<file path="config.mk">
export PLATFORM = sky130hd
export DESIGN_NAME = fxp_sqrt_arbiter
export DESIGN_NICKNAME = d
export VERILOG_FILES = /design/src/rtl/fxp_sqrt_arbiter.sv
export SDC_FILE = /design/constraint.sdc
export NUM_CORES = 1
export LEC_CHECK = 0
export ABC_AREA = 1
export CORE_MARGIN = 2
export CORE_UTILIZATION = 25
export DETAILED_ROUTE_END_ITERATION = 10
export PLACE_DENSITY = 0.41
export REMOVE_ABC_BUFFERS = 1
export SYNTH_ARGS = -nofsm -noshare
export SYNTH_HDL_FRONTEND = slang
export SYNTH_SLANG_ARGS = --single-unit
</file>
<file path="constraint.sdc">
create_clock -name clk -period 35.9 [get_ports clk]
set_clock_uncertainty 0.2 [all_clocks]
set_input_delay 5.385 -clock clk [delete_from_list [all_inputs] [get_ports clk]]
set_output_delay 5.385 -clock clk [all_outputs]
set_load 0.01 [all_outputs]
</file>
<file path="src/rtl/fxp_sqrt_arbiter.sv">
// Round-robin arbiter sharing one combinational fixed-point square-root unit
// among NREQ requesters, with registered issue/result stages and output backpressure.

module comb_FixedPointSqrt #(
    parameter int WII   = 8,
    parameter int WIF   = 8,
    parameter int WOI   = 8,
    parameter int WOF   = 8,
    parameter int ROOF  = 1,
    parameter int ROUND = 1
) (
    input  logic [WII+WIF-1:0] in_data,
    output logic [WOI+WOF-1:0] out_data,
    output logic               upflow,
    output logic               downflow
);
    localparam int WI   = WII + WIF;
    localparam int WO   = WOI + WOF;
    localparam int MW   = WI - 1;
    // Two extra radicand bits give one extra root bit, used for rounding.
    localparam int SH   = 2 * WOF - WIF + 2;
    localparam int RW   = (SH >= 0) ? MW + SH : MW;
    localparam int NW   = RW + (RW % 2);
    localparam int HALF = NW / 2;
    localparam int RMW  = HALF + 3;
    localparam int CW   = ((HALF > WO) ? HALF : WO) + 1;
    localparam logic [CW-1:0] MAXW = CW'((64'd1 << (WO - 1)) - 64'd1);

    logic            neg;
    logic [MW-1:0]   mag;
    logic [NW-1:0]   rad;
    logic [NW-1:0]   radw;
    logic [RMW-1:0]  rem;
    logic [RMW-1:0]  trial;
    logic [HALF-1:0] root;
    logic [HALF:0]   rnd;
    logic [HALF-1:0] q;
    logic [CW-1:0]   qw;

    assign neg = in_data[WI-1];
    assign mag = in_data[MW-1:0];

    generate
        if (SH >= 0) begin : g_shl
            assign rad = NW'(mag) << SH;
        end else begin : g_shr
            assign rad = NW'(mag >> (-SH));
        end
    endgenerate

    // Digit-by-digit integer square root, two radicand bits per step.
    always_comb begin
        rem   = '0;
        trial = '0;
        root  = '0;
        radw  = rad;
        for (int unsigned k = 0; k < HALF; k++) begin
            rem   = {rem[RMW-3:0], radw[NW-1 -: 2]};
            radw  = radw << 2;
            trial = RMW'({root, 2'b01});
            if (rem >= trial) begin
                rem  = rem - trial;
                root = {root[HALF-2:0], 1'b1};
            end else begin
                root = {root[HALF-2:0], 1'b0};
            end
        end
    end

    assign rnd = {1'b0, root} + ((ROUND != 0) ? (HALF+1)'(1) : (HALF+1)'(0));
    assign q   = HALF'(rnd >> 1);
    assign qw  = CW'(q);

    always_comb begin
        upflow   = 1'b0;
        downflow = 1'b0;
        out_data = '0;
        if (!neg) begin
            if (qw > MAXW) begin
                upflow   = 1'b1;
                out_data = (ROOF != 0) ? MAXW[WO-1:0] : qw[WO-1:0];
            end else begin
                out_data = qw[WO-1:0];
            end
            downflow = (mag != '0) && (qw == '0);
        end
    end
endmodule

module fxp_sqrt_arbiter #(
    parameter int NREQ = 4,
    parameter int WII  = 13,
    parameter int WIF  = 13,
    parameter int WOI  = 10,
    parameter int WOF  = 13,
    localparam int WI  = WII + WIF,
    localparam int WO  = WOI + WOF,
    localparam int IDW = ($clog2(NREQ) < 1) ? 1 : $clog2(NREQ)
) (
    input  logic               clk,
    input  logic               rst,
    input  logic [NREQ-1:0]    req_valid,
    output logic [NREQ-1:0]    req_ready,
    input  logic [NREQ*WI-1:0] req_data,
    output logic               out_valid,
    input  logic               out_ready,
    output logic [IDW-1:0]     out_id,
    output logic [WO-1:0]      out_sqrt,
    output logic               out_upflow,
    output logic               out_downflow,
    output logic               out_neg,
    output logic [1:0]         inflight
);
    logic           s1_valid_q, s1_valid_d;
    logic [WI-1:0]  s1_data_q,  s1_data_d;
    logic [IDW-1:0] s1_id_q,    s1_id_d;

    logic           out_valid_q,    out_valid_d;
    logic [IDW-1:0] out_id_q,       out_id_d;
    logic [WO-1:0]  out_sqrt_q,     out_sqrt_d;
    logic           out_upflow_q,   out_upflow_d;
    logic           out_downflow_q, out_downflow_d;
    logic           out_neg_q,      out_neg_d;

    logic [IDW-1:0] last_q,     last_d;
    logic [1:0]     inflight_q, inflight_d;

    logic           drain, s2_load, accept, gnt_found, handshake;
    logic [IDW-1:0] gnt_id;
    logic [IDW:0]   cand;
    logic [WI-1:0]  gnt_data;

    logic [WO-1:0]  sq_out;
    logic           sq_up, sq_dn, s1_neg;

    comb_FixedPointSqrt #(
        .WII   (WII),
        .WIF   (WIF),
        .WOI   (WOI),
        .WOF   (WOF),
        .ROOF  (1),
        .ROUND (1)
    ) u_sqrt (
        .in_data  (s1_data_q),
        .out_data (sq_out),
        .upflow   (sq_up),
        .downflow (sq_dn)
    );

    assign s1_neg = s1_data_q[WI-1];

    always_comb begin
        drain   = out_valid_q & out_ready;
        s2_load = s1_valid_q & (~out_valid_q | drain);
        accept  = ~s1_valid_q | s2_load;

        // Rotating search starting just after the last granted requester.
        gnt_found = 1'b0;
        gnt_id    = '0;
        cand      = '0;
        for (int unsigned k = 1; k <= NREQ; k++) begin
            cand = {1'b0, last_q} + (IDW+1)'(k);
            if (cand >= (IDW+1)'(NREQ)) begin
                cand = cand - (IDW+1)'(NREQ);
            end
            if (!gnt_found && req_valid[cand[IDW-1:0]]) begin
                gnt_found = 1'b1;
                gnt_id    = cand[IDW-1:0];
            end
        end
        handshake = accept & gnt_found;

        gnt_data  = '0;
        req_ready = '0;
        for (int unsigned i = 0; i < NREQ; i++) begin
            if (gnt_id == IDW'(i)) begin
                gnt_data     = req_data[i*WI +: WI];
                req_ready[i] = handshake;
            end
        end
    end

    always_comb begin
        s1_valid_d = s1_valid_q;
        s1_data_d  = s1_data_q;
        s1_id_d    = s1_id_q;
        last_d     = last_q;
        if (handshake) begin
            s1_valid_d = 1'b1;
            s1_data_d  = gnt_data;
            s1_id_d    = gnt_id;
            last_d     = gnt_id;
        end else if (s2_load) begin
            s1_valid_d = 1'b0;
        end

        out_valid_d    = out_valid_q;
        out_id_d       = out_id_q;
        out_sqrt_d     = out_sqrt_q;
        out_upflow_d   = out_upflow_q;
        out_downflow_d = out_downflow_q;
        out_neg_d      = out_neg_q;
        if (s2_load) begin
            out_valid_d    = 1'b1;
            out_id_d       = s1_id_q;
            out_neg_d      = s1_neg;
            out_sqrt_d     = s1_neg ? '0 : sq_out;
            out_upflow_d   = s1_neg ? 1'b0 : sq_up;
            out_downflow_d = s1_neg ? 1'b0 : sq_dn;
        end else if (drain) begin
            out_valid_d = 1'b0;
        end

        inflight_d = {1'b0, s1_valid_d} + {1'b0, out_valid_d};
    end

    always_ff @(posedge clk) begin
        if (rst) begin
            s1_valid_q     <= 1'b0;
            s1_data_q      <= '0;
            s1_id_q        <= '0;
            out_valid_q    <= 1'b0;
            out_id_q       <= '0;
            out_sqrt_q     <= '0;
            out_upflow_q   <= 1'b0;
            out_downflow_q <= 1'b0;
            out_neg_q      <= 1'b0;
            last_q         <= IDW'(NREQ - 1);
            inflight_q     <= '0;
        end else begin
            s1_valid_q     <= s1_valid_d;
            s1_data_q      <= s1_data_d;
            s1_id_q        <= s1_id_d;
            out_valid_q    <= out_valid_d;
            out_id_q       <= out_id_d;
            out_sqrt_q     <= out_sqrt_d;
            out_upflow_q   <= out_upflow_d;
            out_downflow_q <= out_downflow_d;
            out_neg_q      <= out_neg_d;
            last_q         <= last_d;
            inflight_q     <= inflight_d;
        end
    end

    assign out_valid    = out_valid_q;
    assign out_id       = out_id_q;
    assign out_sqrt     = out_sqrt_q;
    assign out_upflow   = out_upflow_q;
    assign out_downflow = out_downflow_q;
    assign out_neg      = out_neg_q;
    assign inflight     = inflight_q;
endmodule

</file>
==> results of run 1 <==
==> how the worst max path moves through the flow <==
stage | slack (ps) | end | depth (start not counted)
after floorplan | 1400 | out_downflow | 224
after global placement | -1290 | out_downflow | 218
after detailed placement | -1450 | out_downflow | 216
after CTS | 20 | out_downflow | 228
after global routing | -80 | out_downflow | 230
final | 2600 | out_downflow | 232
==> layer usage <==
| metal | up-vias | GRT usage, % | wire [um] |
|---|---|---|---|
| met3 | 91 | 1.296 | 1990 |
| met4 | 0 | 4.766 | 2342 |
| met2 | 392 | 33.04 | 43090 |
| met1 | 11552 | 26.10 | 44890 |
| met5 | - | 0 | 0 |
| li1 | 13252 | - | - |
==> final cells by class <==
class,instances,share of cell area [%]
clock buffer,9,0.8360
clock inverter,7,0.3809
inverter,505,7.232
multi-input combinational,3276,72.24
sequential,58,4.329
tap,1176,5.462
timing repair buffer,288,9.405
timing repair inverter,4,0.1161
==> placed cells by master, fill, tap and decap left out, types with 9 or more instances in the layout <==
cell             netlist  layout
a21oi_2                1      14
nand2_2              162     164
clkbuf_16              0       9
xor2_1                88      87
nor2_4                34      42
inv_2                 22      21
a21oi_1              218     203
xnor2_1               73      73
o211ai_1              16      16
nand3b_1              24      24
nor2_1               329     316
o21ai_2                5      21
inv_1                454     453
buf_4                  9     144
a31oi_1               12      12
clkinv_1              17      15
nand4_1               85      85
ha_1                 211     197
nor3_1                28      26
ha_4                   0       9
or2_2                 11      11
o21ai_1               20      56
nand2_4               65      64
nand2_1             1097    1093
o21ai_0              224     171
o21bai_1              20      20
nand3_2               67      71
nor2_2                54      62
nand3_1              313     310
dfxtp_1               58      56
clkdlybuf4s50_1        0     140
a41oi_1               10      10
nand3_4               19      21
==> timing repair <==
item                       4_1_cts  5_1_grt
setup buffers                    3       43
setup endpoints to repair       14       21
gates resized for setup         21      143
pin swaps                        2       35
gates cloned                     3        9
==> flip-flops by register name, summed over array words and instances, names as in the netlist <==
signal and count:
s1_valid_q 1, out_neg 1, out_sqrt 20, last_q 2
out_valid 1, s1_id_q 2, out_id 2, out_downflow 1
inflight 2, s1_data_q 26
==> worst max-delay path, delay by kind of cell (launching register included) <==
kind                       cells  cell delay [ps]
AOI/OAI and AO/OA             54             7790
xor gates and xnor gates       4              750
adders and majority gates     18             5510
buffers and inverters         38             4360
DFF                            1              400
muxes                          1              250
and+or+nand+nor              117            13860
==> per-stage QoR <==
step           hold WS, ps  util (%)
2_1_floorplan        236.1         -
3_3_place_gp         253.4     28.49
3_5_place_dp         257.0     28.49
4_1_cts              266.4     28.94
5_1_grt              287.4     29.93
6_report             262.1     29.93
==> cells by family (layout without fill, tap and decap cells) <==
| group | Yosys count | after routing | share of synthesized area (%) |
|---|---|---|---|
| AOI/OAI and AO/OA | 561 | 561 | 13.63 |
| DFF | 58 | 58 | 5.112 |
| buffers and inverters | 590 | 813 | 11.78 |
| xor gates and xnor gates | 161 | 161 | 6.208 |
| muxes | 5 | 5 | 0.2203 |
| and+or+nand+nor | 2322 | 2330 | 51.31 |
| other | 2 | 7 | 0.03306 |
| adders and majority gates | 212 | 212 | 11.71 |
==> summary.md, run 1 <==
The run finished with clean final reports. Counting instances, the worst hold path has a depth of 2. After detailed routing, the number of remaining DRC violations is 0. The tools report the TritonCTS sink count as 58. The logs give 9 for the number of CTS-inserted buffers and 36000 ps for the endpoint required time on the critical path.

The post-route netlist has 17.51% of its cells at a drive strength greater than 1. The clock latency reported for the late side of the worst-skew pair is 380 ps, and the clock input transition at the sequential cells of the worst setup and hold paths is 70 ps. Of the available clock period, the critical path in the final layout requires 92.77%. The die is 305.4 um wide. The logs give 10310 for the fill cell instance count of the final layout and 0.09328 mm^2 for the area enclosed by the die boundary.

The cell that appears most often on the critical path is nand2_1. The number of antenna diodes in the final layout is 0. The tool flagged a number of max-cap violations equal to 0. The detailed router finished its first iteration with 1215 violations.

The count of input and output buffers was 141; the number of buffers inserted for hold repair after clock tree synthesis was 0. The cell count after synthesis was 3911. During synthesis, Yosys emitted a total of 0 warnings. The final count of hold timing violations is 0. The most numerous cell in the Yosys netlist was nand2_1. The tools report the maximum clock path buffer count as 2. The logs give 30.03 MHz for the achievable frequency and 0 for the total count of max-transition violations in the final report. The final critical-path required period is 33300 ps, and the data arrival time at the worst-slack endpoint is 33400 ps.

Summing the sequential cell areas from Yosys gives 5.112% of the chip area. The average instance in the mapped netlist occupies 5.808 um^2. 146 I/O pins were placed. The tools report the maximum level of the CTS H-tree as 3.

The tools report the number of standard-cell rows in the floorplan as 110. The synthesized design spends more area on one cell type than any other, namely nand2_1. Counting tap cells, the placed design contains a total of 5249 instances. The tools report the number of antenna violations at the first check in global routing as 1. The critical path class was reg -> reg. By count the netlist is led by 1097 x nand2_1, 454 x inv_1, 329 x nor2_1. TritonCTS built the clock tree.

The kind of end point of the critical path was a register. The tree is rooted in a clkbuf_16. The master of the slowest instance on the critical path was buf_4. In the synthesized netlist the dominant register cell turns out to be dfxtp_1. The wire-length estimate of the detail-placed layout is 76910 um. By area the synthesized netlist is led by nand2_1 18%, ha_1 12%, inv_1 7.5%, nand3_1 6.9%, nor2_1 5.4%. Detailed-route vias per instance: 4.751. After routing, the total negative slack on setup checks comes to 0 ps.

The startpoint identified for the worst hold timing path is out_sqrt[4]. The share of async-settable or async-resettable flops after synthesis is 0%, and the overall overflow remaining after global route is 0. The finished cells cover 0.02694 mm^2. In this run the cell area measured after placement is 0.02565 mm^2.

The via count of the first global-routing pass came out at 24704. The net count of the finished layout is 4465. Critical path startpoint: s1_data_q[22]. Synthesis inferred 58 register bits.

The logs give 0.09001 mm^2 for the area inside the core boundary and 0.01946 mm^2 for the multi-input combinational cell area. The run gives 0.9009 as the final weighted congestion in routability-driven placement. For this configuration, the core starts out at a cell density of 25.23%. In this run the register-to-register setup slack is 2600 ps.

After detailed routing, the average wire length per cell comes to 17.34 um. The wire length of the first global-routing pass is 142100 um, and the final worst-path setup slack is 2595 ps. Count of cell types in the netlist: 73.

The logs give 46.38% for the normalized max-slew margin and 0 for the number of nets still failing antenna checks after routing. For the worst flop-to-flop path, the logic depth is 232. The area fraction of the dominant cell type after synthesis came out at 18.13%.

The mapped netlist covers 0.02271 mm^2. The tools report the startpoint class of the critical path as a register. The pin slew with the least headroom to its limit was 803.4 ps. The pre-antenna-repair detailed-routing pass consisted of 5 iterations. The run gives 25287 as the total number of vias.

Setup violations remaining at the end of the flow were counted as 0. Y dimension of the die: 305.4 um. For hold timing, the worst endpoint is out_sqrt[4]. The path class of the lowest-slack min-delay path was reg -> reg. For this run, the total global-route usage over all layers was measured as 19.26%. The wire length reported by the detailed router came out at 92320 um. Excluding fillers, the count of instances in the completed layout stands at 5323. In this run the critical register-to-register path is launched from s1_data_q[22]. The delay contributed by the slowest stage of the critical path came out at 490 ps. Relative to the synthesized area, the layout overhead comes to 18.60%. The run gives -1451 ps as the worst setup slack after placement. Along the worst path, the maximum fanout reaches 21.

The largest net degree at the start of global routing was 44; the flip-flop and latch area was 0.001166 mm^2. The endpoint of the most critical register-to-register path is out_downflow. Yosys mapped a number of flops with a built-in enable equal to 0.
Power of run 1 is left out: the tool's default activity adds up to more than one toggle a clock period on the data nets, which glitch-free logic cannot reach.
==> inputs of run 2 (changes only) <==
--- a/config.mk
+++ b/config.mk
@@ -9,7 +9,7 @@
 export CORE_MARGIN = 2
 export CORE_UTILIZATION = 25
 export DETAILED_ROUTE_END_ITERATION = 10
-export PLACE_DENSITY = 0.41
+export PLACE_DENSITY = 0.4
 export REMOVE_ABC_BUFFERS = 1
 export SYNTH_ARGS = -nofsm -noshare
 export SYNTH_HDL_FRONTEND = slang
==> summary.md, run 2 (synthesis results as in run 1) <==
The flow ran to the end, and the final reports show no timing, DRC or antenna violations. TritonCTS built the clock tree. The number of flip-flops under the largest register name was 26 (unchanged); the final weighted congestion in routability-driven placement was 0.8792 (-2.4%). The fraction of final layout cells sized beyond drive strength 1 was 18.29% (+0.78 points); the detailed-route vias per instance was 4.769 (+0.39%). The total count of max-transition violations in the final report is 0 (unchanged).

The worst setup path is launched from a register. The count of pins on the block boundary was 146 (unchanged). The tools report the wire length of the first global-routing pass as 142200 um (about the same).

The clock tree root buffer cell is clkbuf_16. The count of buffering cells on the critical path with inverters included was 41 (+7.9%); the post-route cell area was 0.02712 mm^2 (+0.69%). The run gives 0 (unchanged) as the final count of hold timing violations.

The tools report the detailed placement HPWL as 77570 um (+0.87%). The initial core utilization was 25.23% (unchanged); the delay contributed by the slowest stage of the critical path was 400 ps (-90 ps). The number of standard-cell rows in the floorplan was 110 (unchanged); the number of nets still failing antenna checks after routing was 0 (unchanged).

The setup violation total in the final timing report was 0 (unchanged); the total number of vias was 25452 (+0.65%). The logs give 3 (unchanged) for the maximum level of the CTS H-tree and 0 (unchanged) for the max-cap violation count. The library cells used most frequently in the layout, excluding fill and tap cells, are 1089 x nand2_1, 453 x inv_1, 316 x nor2_1. The final critical-path required period was 32910 ps (-393.8 ps). The count of input and output buffers was 141 (unchanged); the number of antenna cells inserted was 0 (unchanged). The kind of cell with the highest combined delay along the critical path is simple AND/OR/NAND/NOR gates. The total placed instance area came out at 0.02562 mm^2 (about the same).

Most common library cell in the layout ignoring fill and taps: nand2_1. The post-route fraction of the period consumed by the critical path is 91.67% (-1.1 points). The number of CTS-inserted buffers is 9 (unchanged), and the endpoint required time on the critical path is 36000 ps (about the same). The area enclosed by the die boundary is 0.09328 mm^2 (unchanged), and the die extent in x is 305.4 um (unchanged). The path class of the lowest-slack min-delay path is reg -> reg. The post-layout utilization of the core was 30.13% (+0.21 points).

The most frequent cell on the critical path was nand2_1. Clock input transition at the sequential cells of the worst setup and hold paths: 60 ps (about the same). The logs give 260.2 ps (-1.823 ps) for the final worst hold slack and 5 (unchanged) for the first-pass iteration count of the detailed router. The largest individual stage delay along the critical path comes from the cell ha_2. For the final layout net count, the log shows 4479 (+0.31%).

Final worst-path setup slack: 2989 ps (+393.8 ps). The critical path class was reg -> reg. The area inside the core boundary is 0.09001 mm^2 (unchanged).

The DRC marker count from the first detailed-route iteration was 1351 (+11%); the register-to-register setup slack was 2990 ps (+390 ps). The pin slew with the least headroom to its limit was 691.9 ps (-111.5 ps). The number of DRC violations after detailed routing is 0 (unchanged), and the synthesis-to-finish area growth is 19.41%.

The overall overflow remaining after global route was 0 (unchanged); the clock latency reported for the late side of the worst-skew pair was 380 ps (about the same). Maximum fanout encountered on the critical timing path: 29 (+38%). The number of antenna violations at the first check in global routing is 1 (unchanged). For the total global routing track utilization, the log shows 19.42% (+0.16 points). The y dimension of the die is 305.4 um (unchanged), and the routed wire length per instance is 17.53 um (+1.1%). For the wire length reported by the detailed router, the log shows 93550 um (+1.3%).

The data arrival time at the worst-slack endpoint was 33010 ps (-390 ps). The worst setup path is captured at a register. The normalized max-slew margin is 53.81% (+7.4 points). The run gives 58 (unchanged) as the TritonCTS sink count.

For the largest net degree at the start of global routing, the log shows 44 (unchanged). The run gives 30.38 MHz (+1.2%) as the achievable frequency. The run gives -1698 ps (-246.8 ps) as the worst setup slack after placement. The maximum clock path buffer count came out at 2 (unchanged).

Ranked by flip-flop count, first place goes to s1_data_q. The run gives 24369 (-1.4%) as the via count of the first global-routing pass.
run 2: cell types whose count changed in the layout (fill, tap and decap cells not counted), sizes merged:
cell / previous run / this run
clkbuf: 9 / 10
buf: 148 / 163
inv: 483 / 479
nand3: 402 / 403
nand2: 1327 / 1326
clkinvlp: 7 / 9
run 2: path summary, 6_finish.rpt:
kind            startpoint           end  cells past startpoint
max          s1_data_q[23]  out_downflow                    233
min reg2reg   out_sqrt[17]  out_sqrt[17]                      2
max reg2reg  s1_data_q[23]  out_downflow                    233
min           out_sqrt[17]  out_sqrt[17]                      2
run 2: worst min-delay path, stage by stage (launching register included):
cell and delay (ps):
dfxtp_1 300, nand2_1 60, a21oi_1 50
run 2: repair_timing:
action,4_1_cts,5_1_grt
buffers inserted,4,60
hold buffers,0,0
pin swaps,3,41
endpoints found under the setup margin,16,21
gates resized for setup,18,184
gates cloned,3,8
run 2: routing by layer:
layer,vias up,routed length (um),GRT usage [%]
met5,-,0,0
li1,13280,-,-
met3,100,2784,1.934
met4,0,2600,5.075
met2,473,43250,33.07
met1,11599,44910,26.04
run 2: area by class of cell:
cell class	count	area, um^2
Inverter	505	1991
Tap cell	1176	1471
Clock buffer	10	239.0
Sequential cell	58	1166
Timing Repair inverter	3	22.52
Fill cell	10320	62890
Clock inverter	6	88.84
Multi-Input combinational cell	3276	19510
Timing Repair Buffer	303	2635
run 2: per-stage QoR:
| stage | TNS (ps) | cells |
|---|---|---|
| global route | -187.0 | 5337 |
| global placement | -7315 | 5246 |
| finish | 0 | 5337 |
| floorplan | 0 | 3831 |
| detailed placement | -9224 | 5246 |
| CTS | 0 | 5269 |
Power of run 2 is left out for the same reason.
